`src/rtl/tm_index_sequencer.sv`:
```
// rtl/tm_index_sequencer.sv - clause / LA chunk / clause-chunk index sequencer for one TM inference pass
module tm_index_sequencer #(
  parameter int CLAUSES       = 2000,
  parameter int LA_CHUNKS     = 49,
  parameter int CLAUSE_CHUNKS = 63
) (
  input  logic        clk,
  input  logic        rst_n,
  input  logic        start,
  input  logic        abort,
  input  logic        stall,
  output logic [16:0] clause_id,
  output logic [16:0] la_chunk_id,
  output logic [5:0]  clause_chunk_id,
  output logic        la_valid,
  output logic        clause_last,
  output logic        sum_valid,
  output logic        busy,
  output logic        done
);

  localparam logic [2:0] S_IDLE  = 3'd0;
  localparam logic [2:0] S_LA    = 3'd1;
  localparam logic [2:0] S_GAP   = 3'd2;
  localparam logic [2:0] S_FLUSH = 3'd3;
  localparam logic [2:0] S_SUM   = 3'd4;
  localparam logic [2:0] S_DONE  = 3'd5;

  localparam logic [16:0] CL_LAST = 17'(CLAUSES - 1);
  localparam logic [16:0] LA_LAST = 17'(LA_CHUNKS - 1);
  localparam logic [5:0]  CC_LAST = 6'(CLAUSE_CHUNKS - 1);

  logic [2:0]  state;
  logic [16:0] cl_cnt;
  logic [16:0] la_cnt;
  logic [5:0]  cc_cnt;

  // Counters point at the next index to issue; the id outputs register the
  // index actually issued, so they line up with the strobes.
  always_ff @(posedge clk or negedge rst_n) begin
    if (!rst_n) begin
      state           <= S_IDLE;
      cl_cnt          <= '0;
      la_cnt          <= '0;
      cc_cnt          <= '0;
      clause_id       <= '0;
      la_chunk_id     <= '0;
      clause_chunk_id <= '0;
      la_valid        <= 1'b0;
      clause_last     <= 1'b0;
      sum_valid       <= 1'b0;
      busy            <= 1'b0;
      done            <= 1'b0;
    end else begin
      la_valid    <= 1'b0;
      clause_last <= 1'b0;
      sum_valid   <= 1'b0;
      done        <= 1'b0;
      if (abort) begin
        state           <= S_IDLE;
        cl_cnt          <= '0;
        la_cnt          <= '0;
        cc_cnt          <= '0;
        clause_id       <= '0;
        la_chunk_id     <= '0;
        clause_chunk_id <= '0;
        busy            <= 1'b0;
      end else begin
        case (state)
          S_IDLE: begin
            if (start) begin
              state           <= S_LA;
              cl_cnt          <= '0;
              la_cnt          <= '0;
              cc_cnt          <= '0;
              clause_id       <= '0;
              la_chunk_id     <= '0;
              clause_chunk_id <= '0;
              busy            <= 1'b1;
            end
          end
          S_LA: begin
            if (!stall) begin
              la_valid    <= 1'b1;
              clause_id   <= cl_cnt;
              la_chunk_id <= la_cnt;
              if (la_cnt == LA_LAST) begin
                clause_last <= 1'b1;
                state       <= (cl_cnt == CL_LAST) ? S_FLUSH : S_GAP;
              end else begin
                la_cnt <= la_cnt + 17'd1;
              end
            end
          end
          S_GAP: begin
            cl_cnt <= cl_cnt + 17'd1;
            la_cnt <= '0;
            state  <= S_LA;
          end
          S_FLUSH: begin
            cc_cnt <= '0;
            state  <= S_SUM;
          end
          S_SUM: begin
            if (!stall) begin
              sum_valid       <= 1'b1;
              clause_chunk_id <= cc_cnt;
              if (cc_cnt == CC_LAST) begin
                state <= S_DONE;
              end else begin
                cc_cnt <= cc_cnt + 6'd1;
              end
            end
          end
          S_DONE: begin
            done  <= 1'b1;
            busy  <= 1'b0;
            state <= S_IDLE;
          end
          default: begin
            state <= S_IDLE;
            busy  <= 1'b0;
          end
        endcase
      end
    end
  end

endmodule
```
`config.mk`:
```
export PLATFORM = sky130hd
export DESIGN_NAME = tm_index_sequencer
export DESIGN_NICKNAME = d
export VERILOG_FILES = /design/src/rtl/tm_index_sequencer.sv
export SDC_FILE = /design/constraint.sdc
export NUM_CORES = 1
export LEC_CHECK = 0
export CAP_MARGIN = 5
export CORE_AREA = 3 3 91 93
export DETAILED_ROUTE_END_ITERATION = 8
export DIE_AREA = 0 0 94 96
export PLACE_DENSITY_LB_ADDON = 0.12
export SLEW_MARGIN = 20
export SYNTH_ARGS = -nofsm -noshare
export SYNTH_HDL_FRONTEND = slang
export SYNTH_SLANG_ARGS = --single-unit
```
`constraint.sdc`:
```
create_clock -name clk -period 2.3 [get_ports clk]
set_clock_uncertainty 0.2 [all_clocks]
set_input_delay 0.46 -clock clk [delete_from_list [all_inputs] [get_ports clk]]
set_output_delay 0.46 -clock clk [all_outputs]
set_load 0.005 [all_outputs]
```
* After elaboration in Yosys (flattened, before gate mapping) *
Cells that the tools add are included.

operators by class
  shift operators = 0
  equality and inequality tests = 16
  bitwise gates (word level) = 0
  reduce and logical (&&, ||, !) cells = 14
  divide/modulo/power cells = 0
  $add $sub $neg = 3
  multipliers = 0
  order comparisons = 0
  multiplexer cells = 43

operators with widths
  operator                                                                  number
  17-bit two-way mux                                                        9
  17-bit one-hot mux with 2 select lines                                    3
  17-bit one-hot mux with 3 select lines                                    1
  6-bit two-way mux                                                         6
  17-bit by 1-bit adder with 17-bit output (second input constant)          2
  3-bit != test (second input constant)                                     7
  3-bit two-way mux                                                         6
  6-bit one-hot mux with 3 select lines                                     1
  17-bit by 11-bit equality test with 1-bit output (second input constant)  1
  17-bit by 6-bit equality test with 1-bit output (second input constant)   1
  3-bit one-hot mux with 5 select lines                                     1
  1-bit two-way mux                                                         14
  6-bit one-hot mux with 2 select lines                                     1
  3-bit nonzero test                                                        3
  4-bit AND reduction                                                       2
  4-bit nonzero test                                                        2
  6-bit by 1-bit adder with 6-bit output (second input constant)            1
  3-bit by 2-bit equality test with 1-bit output (second input constant)    2
  3-bit equality test (second input constant)                               2
  6-bit equality test (second input constant)                               1
  3-bit AND reduction                                                       2
  5-bit AND reduction                                                       1
  2-bit AND reduction                                                       2
  4-bit OR reduction                                                        1
  4 further kinds                                                           4

word-level totals
  memory bits (writable) = 0
  ROM bits = 0
  memories = 0
  latch bits = 0
  input bits = 5
  output and inout bits = 45
  register bits = 88

* Depth between registers and ports, before layout *
  depth in word-level cells = 6
  mapped depth = 8
  gate-level depth less buffers = 7

* Worst setup path after synthesis *
Ideal clock, no wire load.

  path type = in2reg
  from = input stall
  to = register la_cnt[10]
  setup slack = 150 ps
  arrival time = 1818 ps
  library setup time = 132 ps
  cell stages on the path = 7
  cells stage by stage = buf_2 > or4b_4 > o211a_2 > buf_6 > nor4_4 > xnor2_1 > nor2_1

between the ends
  longest elaborated chain between the ends = 2

RTL lines
  what                           RTL line  text
  from (decl)                    11        input logic stall,
  3-bit != test (no line)        n/a
  4-bit AND reduction (no line)  n/a
  to (signal assigned)           91        la_cnt <= la_cnt + 17'd1;
  to (decl)                      35        logic [16:0] la_cnt;

Every way passes these cells.
A chain may end at the register's enable or synchronous reset.

* Final worst setup path *
  from = register state[0]
  to = register la_cnt[12]

between the ends
  longest elaborated chain between the ends = 3
  elaborated cells on any way between the ends = 10
  those cells by class = 5 x eq/ne; 2 x mux; 3 x reduce/logical

RTL lines
  what                                                                    RTL line  text
  from (decl)                                                             33        logic [2:0] state;
  from (signal assigned)                                                  89        state <= (cl_cnt == CL_LAST) ? S_FLUSH : S_GAP;
  3-bit by 1-bit equality test with 1-bit output (tied with other cells)  69        case (state)
  3-bit != test (no line) (tied with other cells)                         n/a
  4-bit AND reduction (no line) or 17-bit two-way mux (tied branches)     n/a

Several ways; a longest one is shown, not always the timed one.

==> metrics.cfg <==
[run_status]
outcome=complete, no violations

[sta]
period_needed_ps=2130
finalHoldViolCount=0
setup_viol=0
period_share=0.925
rsz0062_at_grt=false
tightest_slew_ps=480
slew_headroom=0.680
fin_ws_ps=172
fin_tns_setup_ps=0
fmax_ghz=0.470
finalMaxSlewViolations=0

[final_layout]
drive_gt1_frac=0.139
fin_area_sq_um=5290
nFillCells=610
utilization=0.695
area_growth_syn_to_layout_pct=24.9
final_nets=546
layout_common_cells=nand2_1, dfrtp_1, o21ai_0, clkdlybuf4s50_1, buf_4
antenna_cells=0
layout_commonest_cell=nand2_1
fin_cells=643

[die]
die_h_um=96
core-area_sq_um=7610
die_x_um=94
start_util=0.556
io_pins=50
dieArea_sq_um=9020
rows=32

[global_route]
antenna_found_initial=0
overflow=0
grt_pass1_vias=3422
grt_max_degree=59
grt_first_pass_wirelength_um=15900
track_usage=0.225

[worst_setup_path]
start_kind=register
timing.rr.end=la_cnt[12]
end_kind=register
worstPathArrival_ps=2180
reg2reg_from=state[0]
crit_required_ps=2350
path_class=reg2reg
path_max_fanout=12
ff2ff_path_depth=5
ff2ff_setup_slack_ps=170

[worst_hold_path]
min_to=la_chunk_id[9]
worstHoldPathType=reg2reg
hold_path_startpoint=la_chunk_id[9]
min_path_cells=2

[power]
power.leakage_nw=2.22
powerDensity_nw_per_um2=593
vdd_ir_drop_max_mv=0.362

[clock_network]
post-cts-setup-buffer-count=0
cts_buffer_depth=2
cts_tree=done
insertion_delay_ps=350
cts_root_buf=clkbuf_8
numCtsBuffers=9
numClockSinks=88
htreeDepth=3
path_clk_slew_ps=90

[drt]
vias_per_cell=5.53
first_pass_iters=5
drtIter0Drc=197
ant_nets=0
drc_errors=0
vias=3553
drt_wl_total_um=9430
wl_per_cell_um=14.7

[yosys]
synthCells=459
yosysWarnings=0
synth_edf_count=0
synth_cell_types=55
ys_seq_area_frac=0.520
ys_ff_latch=88
postSynthAreaPerCell_sq_um=9.22
syn_area_sq_um=4230
synth_area_leaders=dfrtp_1, nand2_1, o21ai_0
netlist.area_leader.share=0.520
synth_top_flop_cell=dfrtp_1
synth_area_leader_cell=dfrtp_1
synth_fp_nets=469
async_flop_share=1.00

[place]
dp.cells=626
dpl.hpwl_um=6970
preCtsSetupSlack_ps=-199
placed_cell_area_sq_um=5090
place.gp.congestion=0.869
io_buffer_count=49

[flow_run]
drv_cap=0

per-layer routing:
metal	wire length, um	vias to the layer above	global-route usage
met5	0	-	0
met4	144	0	0.0782
met3	428	13	0.0414
met2	4520	86	0.360
met1	4340	1685	0.311
li1	-	1769	-
synthesized netlist by cell type, types with 2 or more instances:
cell	count
a21oi_1	11
a22o_1	2
a31oi_1	7
and2_1	5
and3_1	5
and4_1	4
buf_1	2
buf_2	3
buf_6	2
clkbuf_1	19
clkbuf_2	2
dfrtp_1	88
ha_1	5
inv_1	11
mux2_2	2
mux2i_1	3
nand2_1	102
nand2b_1	2
nand3_1	14
nand4_1	10
nor2_1	24
nor2b_1	3
nor3_1	12
nor4_1	4
nor4b_1	2
nor4b_2	2
o211ai_1	4
o21a_1	4
o21ai_0	55
o22ai_1	2
o311ai_0	2
o31ai_1	10
o41ai_1	2
or3_1	2
or4_1	2
xnor2_1	9
xor2_1	3
power breakdown:
group / switching, mW / internal (mW) / total [mW] / leakage [nW]
sequential: 0.0338 / 1.57 / 1.60 / 1.22
combinational: 0.318 / 0.229 / 0.547 / 0.898
clock: 0.559 / 0.428 / 0.988 / 0.0972
total: 0.911 / 2.23 / 3.14 / 2.22
worst max-delay path by stage:
stage | depth (start not counted) | slack, ps | to | startpoint
final | 5 | 170 | la_cnt[12] | state[0]
after detailed placement | 6 | -200 | la_cnt[12] | stall
after floorplan | 7 | 150 | la_cnt[10] | stall
after CTS | 7 | 120 | la_cnt[0] | la_cnt[0]
after global placement | 6 | -180 | la_cnt[12] | stall
after global routing | 5 | 30 | la_cnt[16] | state[0]
per-stage QoR:
stage / power [mW] / hold slack, ps
4_1_cts: 3.16 / 287
3_5_place_dp: 2.18 / 256
3_3_place_gp: 2.17 / 244
2_1_floorplan: 1.94 / -35.6
5_1_grt: 3.29 / 307
6_report: 3.14 / 279
critical path, stage by stage, from the launching register on:
cell and delay, ps:
dfrtp_1 550, or4b_4 510, o211a_2 250, nor4b_2 320, xnor2_1 150, nor2_1 50
cell families (layout without fill, tap and decap cells):
group	count (synthesis)	count (layout)	synth area share
adder cells (fa/ha/maj)	5	5	0.0148
AO/OA/AOI/OAI	110	110	0.157
flip-flops	88	88	0.520
buffers and inverters	39	121	0.0396
XOR/XNOR	12	12	0.0248
multiplexers	5	5	0.0124
AND/OR/NAND/NOR	200	200	0.231
state kept, by name, indices dropped and copies added (netlist names), 3 cells and up:
| register | count |
|---|---|
| clause_id | 17 |
| cc_cnt | 6 |
| clause_chunk_id | 6 |
| cl_cnt | 17 |
| state | 3 |
| la_cnt | 17 |
| la_chunk_id | 17 |
final cells by class:
class                      instances  area [sq um]  area share
clock buffer                      10           138      0.0260
sequential                        88          2200       0.417
clock inverter                     6          41.3     0.00781
timing repair buffer              94           866       0.164
tap                              102           128      0.0241
inverter                          11          41.3     0.00781
multi-input combinational        332          1870       0.354
what timing repair did:
| item | in CTS | in global routing |
|---|---|---|
| endpoints found under the hold margin | 33 | 0 |
| hold buffers | 1 | 0 |
| gates resized for setup | 0 | 2 |
| setup endpoints to repair | 0 | 4 |
(Power assumes the default switching activity.)
